==> src/rtl/rr_fifo_arbiter.sv <==
// rr_fifo_arbiter: round-robin 4-input FIFO arbiter routing head words to 4 output FIFOs by destination bits.
module rr_fifo_arbiter #(
    parameter int DATA_W = 10
) (
    input  logic                  clk,
    input  logic                  reset,
    input  logic                  enable,
    input  logic [3:0]            in_empty,
    input  logic [4*DATA_W-1:0]   in_data,
    input  logic [3:0]            out_afull,
    output logic [3:0]            pop,
    output logic [3:0]            push,
    output logic [DATA_W-1:0]     data_out,
    output logic [1:0]            grant_id,
    output logic                  busy,
    output logic [31:0]           push_cnt
);
    logic [DATA_W-1:0] word [4];
    logic [1:0]        dest [4];
    logic [3:0]        elig;
    logic [1:0]        rr_q, rr_d, win, idx, grant_id_q, grant_id_d;
    logic              found, busy_q, busy_d;
    logic [3:0]        push_q, push_d;
    logic [DATA_W-1:0] data_out_q, data_out_d;
    logic [7:0]        cnt_q [4];
    logic [7:0]        cnt_d [4];

    for (genvar g = 0; g < 4; g++) begin : g_lane
        assign word[g] = in_data[g*DATA_W +: DATA_W];
        assign dest[g] = word[g][DATA_W-1 -: 2];
        assign elig[g] = enable & ~in_empty[g] & ~out_afull[dest[g]];
        assign push_cnt[g*8 +: 8] = cnt_q[g];
    end

    // first eligible index scanning upward from the round-robin pointer
    always_comb begin
        found = 1'b0;
        win = '0;
        idx = '0;
        for (int k = 0; k < 4; k++) begin
            idx = rr_q + 2'(k);
            if (!found && elig[idx]) begin
                found = 1'b1;
                win = idx;
            end
        end
    end

    always_comb begin
        pop        = (found && !reset) ? 4'b0001 << win : 4'b0000;
        push_d     = found ? 4'b0001 << dest[win] : 4'b0000;
        data_out_d = found ? word[win] : data_out_q;
        grant_id_d = found ? win : grant_id_q;
        rr_d       = found ? win + 2'd1 : rr_q;
        busy_d     = |push_q;
        for (int j = 0; j < 4; j++) cnt_d[j] = cnt_q[j] + {7'd0, push_d[j]};
    end

    always_ff @(posedge clk) begin
        if (reset) begin
            rr_q       <= '0;
            push_q     <= '0;
            data_out_q <= '0;
            grant_id_q <= '0;
            busy_q     <= 1'b0;
            for (int j = 0; j < 4; j++) cnt_q[j] <= '0;
        end else begin
            rr_q       <= rr_d;
            push_q     <= push_d;
            data_out_q <= data_out_d;
            grant_id_q <= grant_id_d;
            busy_q     <= busy_d;
            for (int j = 0; j < 4; j++) cnt_q[j] <= cnt_d[j];
        end
    end

    assign push     = push_q;
    assign data_out = data_out_q;
    assign grant_id = grant_id_q;
    assign busy     = busy_q;
endmodule

==> config.mk <==
export PLATFORM = sky130hd
export DESIGN_NAME = rr_fifo_arbiter
export DESIGN_NICKNAME = d
export VERILOG_FILES = /design/src/rtl/rr_fifo_arbiter.sv
export SDC_FILE = /design/constraint.sdc
export NUM_CORES = 1
export LEC_CHECK = 0
export ABC_AREA = 0
export BUFFER_PORTS_ARGS = -buffer_cell sky130_fd_sc_hd__buf_4
export CORE_MARGIN = 3
export CORE_UTILIZATION = 50
export CTS_BUF_LIST = sky130_fd_sc_hd__clkbuf_4 sky130_fd_sc_hd__clkbuf_8
export DETAILED_ROUTE_END_ITERATION = 7
export GPL_TIMING_DRIVEN = 0
export PLACE_DENSITY = 0.82
export SYNTH_ARGS = -nofsm -noshare
export SYNTH_HDL_FRONTEND = slang
export SYNTH_SLANG_ARGS = --single-unit
==> constraint.sdc <==
create_clock -name clk -period 4.7 [get_ports clk]
set_input_delay 0.705 -clock clk [delete_from_list [all_inputs] [get_ports clk]]
set_output_delay 0.705 -clock clk [all_outputs]
set_load 0.01 [all_outputs]
### After elaboration in Yosys (flattened, before gate mapping)

Memory sizes are Yosys's and may differ from the RTL's.
Cells that the tools add are included.
Widths: inputs -> output; s select.

| word-level totals | value |
|---|---|
| flip-flop bits (word level) | 19 |
| RAM bits | 32 |
| word-level logic and storage cells | 94 |
| memories kept | 1 |

| operators by class | value |
|---|---|
| add/subtract/negate cells | 8 |
| $lt $le $gt $ge | 9 |
| shift operators | 2 |
| mux-type cells | 39 |
| bitwise gates (word level) | 21 |
| reduce and logical (&&, ||, !) cells | 9 |

Memory list:

| name | depth | bits a word | read ports | clocked after memory_dff | wr ports | RTL line | text |
|---|---|---|---|---|---|---|---|
| cnt_q | 4 | 8 | 4 | 0 | 4 | 25 | `logic [7:0] cnt_q [4];` |

Operator list:

| operator | count |
|---|---|
| $add 8x1->8 | 4 |
| $mux 8 | 4 |
| $lt 2x3->1 const B | 8 |
| $bmux 10 s2 | 1 |
| $mux 10 | 2 |
| $bmux 1 s2 | 8 |
| $mux 1 | 15 |
| $mux 2 | 6 |
| $and 1x1->1 | 8 |
| $mux 4 | 2 |
| $not 1->1 | 8 |
| $shl 1x2->4 const A | 2 |
| $add 2x1->2 const B | 2 |
| $add 2x2->2 const B | 2 |
| $bmux 2 s2 | 1 |
| $logic_and 1x1->1 | 4 |
| $logic_not 1->1 | 4 |
| $or 1x1->1 | 4 |
| $reduce_or 4->1 | 1 |
| $ge 3x3->1 const B | 1 |
| $not 2->3 | 1 |

### Longest topological paths before layout

| depth | value |
|---|---|
| depth in word-level cells | 24 |
| gate-level depth with buffers | 14 |
| gate-level depth less buffers | 12 |

### Worst setup path after synthesis

No wires, ideal clock.

| path | value |
|---|---|
| path type | input to register |
| start | input enable |
| end | memory cnt_q[2][6] |
| setup time | 0.128 ns |
| arrival time | 3.184 ns |
| data required time | 4.572 ns |
| setup slack | 1.389 ns |
| stages on the path | 13 |
| buffers on the path | 1 |
| cell sequence | buf_6 or3b_4 o22ai_4 a2111oi_2 o311ai_4 mux2_2 a22oi_2 nor2_1 ha_1 ha_1 nand3_1 xor2_1 nor2_1 |

RTL lines:

| what | RTL line | text |
|---|---|---|
| start: declaration | 7 | `input logic enable,` |
| end: declaration | 25 |  |

### Final worst setup path

| path | value |
|---|---|
| start | input in_data[19] |
| end | output pop[3] |

| between the ends | value |
|---|---|
| cells in the longest elaborated chain, start to end | 18 |

Ends and longest elaborated chain:

| what | RTL line | text |
|---|---|---|
| start: declaration | 9 | `input logic [4*DATA_W-1:0] in_data,` |
| $bmux 1 s2 * | 31 | `assign elig[g] = enable & ~in_empty[g] & ~out_afull[dest[g]];` |
| $mux 1 (implied by the code) * | 31 |  |
| $not 1->1 * | 31 |  |
| $and 1x1->1 * | 31 |  |
| $bmux 1 s2 | 42 | `if (!found && elig[idx]) begin` |
| $mux 1 (implied by the code) | 42 |  |
| $mux 1 | 42 |  |
| $logic_not 1->1 | 42 |  |
| [3 not listed] | n/a |  |
| $logic_and 1x1->1 | 42 |  |
| $mux 1 | 42 |  |
| $logic_not 1->1 | 42 |  |
| $logic_and 1x1->1 | 42 |  |
| $mux 2 * | 42 |  |
| named net win[1] | 21 | `logic [1:0] rr_q, rr_d, win, idx, grant_id_q, grant_id_d;` |
| $shl 1x2->4 * | 50 | `pop = (found && !reset) ? 4'b0001 << win : 4'b0000;` |
| $mux 4 * | 50 |  |
| end: declaration | 11 | `output logic [3:0] pop,` |

The timed path passes the listed nets; every way through them passes the cells marked *. The select of a mux whose other input is x is not followed.

==> out/qor.csv <==
stage;metric;value;unit
placed_design;routability cong.;0.8080;
clock_tree;setup bufs post-CTS;0;
global_routing;initial antenna violation count;0;
global_routing;GRT Resource Usage Total;0.2016;
cells_and_area;sequential cell area;1021;sq um
sta;Worst-Margin Slew;670.0;ps
drt;Wirelength per Cell;13.61;microns
yosys;synth cell count leaders;51 x dfxtp_1, 34 x nor2_1, 21 x mux2i_1, 16 x nand3_1, 16 x xor2_1;
yosys;share of the synthesized area in the top cell type;0.3897;
cells_and_area;Post-Route Utilization;0.7297;
yosys;Cells after Synth;267;
cells_and_area;share of cells above drive strength 1;0.3590;
outcome;outcome;completed;
cells_and_area;Final nets;438;
placed_design;port buffer count;101;
setup_path;Startpoint Class;input pin;
die;row count;25;
yosys;register area share after synthesis;0.3897;
global_routing;first-pass GRT wire length;10080;microns
placed_design;placed inst area;3462;sq um
global_routing;vias in the first global route;2304;
yosys;warnings from Yosys;0;
cells_and_area;multi-input logic area;1504;sq um
drt;Iter 0 DRT Violations;67;
power;Comb pwr share;0.237;
yosys;synth unique cells;49;
setup_path;Critical-path top delay cell;o311ai_4;
worst_hold_path;hold crit path type;flip-flop to flip-flop;
setup_path;CP Max Fanout;11;
sta;crit path time final;3637;ps
placed_design;Post-DP HPWL;4884;microns
sta;Layout Skew;6.177;ps
setup_path;Setup CP Type;input pin to output pin;
clock_tree;CTS Buffer Depth;2;
clock_tree;Root Driver;clkbuf_8;
yosys;leading area contributor after synthesis;dfxtp_1;
power;Clock Power Share;0.272;
sta;Rel. slew slack;0.5517;
cells_and_area;diode count;0;
die;die height;78.39;microns
power;Leakage;1.717;nW
clock_tree;H-tree level count;2;
sta;Final Slew Violations;0;
drt;First-pass DRT Iterations;4;
drt;via count;2296;
drt;wirelength, routed;6031;microns
clock_tree;Clock Sinks;51;
sta;Final Cycle Share;0.7738;
flow_run;Max-cap violations;0;
clock_tree;CTS buffer count;5;
clock_tree;Clock transition at path regs;80;ps
power;VDD IR max;0.1479;mV
yosys;post-synthesis cell area;2620;sq um
global_routing;largest net degree at the start of global routing;16;
yosys;Synth Area per Inst;9.813;sq um
clock_tree;TritonCTS clock tree;yes;
setup_path;CP endpoint kind;output pin;
yosys;Mapped Nets;330;
setup_path;Crit path largest cell delay;370;ps
drt;post-route ant nets;0;
drt;vias per std cell;5.183;
die;die area;6145;sq um
cells_and_area;fillers;411;
sta;WHS;464.3;ps
yosys;Post-synth top flop;dfxtp_1;
yosys;FF+latch count, synth;51;
die;IO Count;104;
yosys;ys async rst share;0;
setup_path;worst endpoint required time;3990;ps
clock_tree;Resized Gates After CTS;0;
global_routing;GRT overflow;0;
yosys;count leader, synth;dfxtp_1;
drt;Post-route DRC;0;
power;Net Switching;0.0002560;W
sta;# setup viols final;0;
setup_path;worst path cell trace;buf_4 -> mux2_2 -> nor4b_2 -> a2111oi_2 -> o311ai_4 -> buf_6 -> buf_6 -> inv_1 -> ha_1 -> and2_1 -> buf_4;
cells_and_area;post-route cell area;3561;sq um
power;sw frac;0.2666;
cells_and_area;Layout area overhead;35.91;%
power;internal power;0.0007042;W
die;DIE WIDTH;78.39;microns
yosys;Synth area leaders;dfxtp_1 39%, mux2i_1 8.0%, ha_1 5.7%;
clock_tree;hold_buf cts;0;
placed_design;worst slack, placed;1022;ps
clock_tree;clock latency on the worst-skew pair;300;ps
yosys;Post-synth EDFFs;0;
power;Reg power frac;0.491;
setup_path;crit path DAT;2930;ps
power;P per Cell Area;269.6;nW/um^2
sta;RSZ-0062 raised after global routing;false;
sta;setup tns final;0;ps
die;Initial Util;0.5369;
sta;final setup margin;1063;ps
sta;Final Hold Viols;0;
sta;Fmax achieved;275.0;MHz
die;Core Region;4880;sq um
[cell usage in the layout (no fill, tap or decap), types with 2 or more instances in the layout]
master	n
a21oi_1	4
nor2_1	34
inv_1	4
nand3_1	16
ha_1	12
buf_4	101
mux2_2	6
and3_1	8
xnor2_1	8
nor2b_1	10
xor2_1	16
nor3_1	3
and2_1	8
dfxtp_1	51
o21ai_1	8
clkbuf_8	6
a2bb2oi_1	9
clkbuf_1	5
mux2i_1	21
a22oi_1	2
nand2_1	9
buf_6	4
[per-stage QoR]
stage,total power [W],std cells
6_report,0.0009602,443
5_1_grt,0.001010,443
4_1_cts,0.0009698,443
3_5_place_dp,0.0007107,435
3_3_place_gp,0.0007054,435
2_1_floorplan,0.0006127,267
[area by class of cell]
class / count / share of cell area
Tap cell: 67 / 0.02354
Multi-Input combinational cell: 201 / 0.4223
Sequential cell: 51 / 0.2867
Buffer: 10 / 0.01933
Timing Repair Buffer: 101 / 0.2129
Clock buffer: 7 / 0.02530
Inverter: 5 / 0.007379
Clock inverter: 1 / 0.002460
[power by group through the flow]
stage,clock network (W),registers [W],logic (W)
floorplan,0,0.000490,0.000123
global placement,0,0.000480,0.000225
detailed placement,0,0.000481,0.000230
CTS,0.000268,0.000472,0.000230
global route,0.000286,0.000475,0.000250
finish,0.000261,0.000472,0.000227
[sequential cells by signal, indices dropped and copies added, names as in the netlist]
signal    flops
cnt_q        32
data_out     10
rr_q          2
grant_id      2
push          4
busy          1
[worst max-delay path, delay by kind of cell]
kind | cells | cell delay, ps
buf+inv | 5 | 740
compound gates | 2 | 480
mux | 1 | 350
simple gates | 2 | 470
fa+ha+maj | 1 | 190
[per-layer routing]
layer	vias up	routed length, microns	track usage
met1	1049	2470	0.2235
met5	-	0	0
met4	0	68	0.05245
li1	1158	-	-
met2	83	2942	0.3664
met3	6	549	0.06881
[kinds of logic (layout without fill, tap and decap cells)]
family / Yosys count / after routing / synth area share
AOI/OAI and AO/OA: 37 / 37 / 0.1199
xor gates and xnor gates: 24 / 24 / 0.08023
adders and majority gates: 12 / 12 / 0.05731
buffers and inverters: 15 / 124 / 0.03629
DFF: 51 / 51 / 0.3897
muxes: 29 / 29 / 0.1203
and+or+nand+nor: 99 / 99 / 0.1963
[path summary, 6_finish.rpt]
path,from,to,slack (ps),cells past startpoint
setup reg to reg,rr_q[1],cnt_q[2][4],2040,10
setup / recovery,in_data[19],pop[3],1060,11
hold / removal,grant_id[0],grant_id[0],460,2
hold reg to reg,grant_id[0],grant_id[0],460,2
Power figures use the tool's default switching activity.
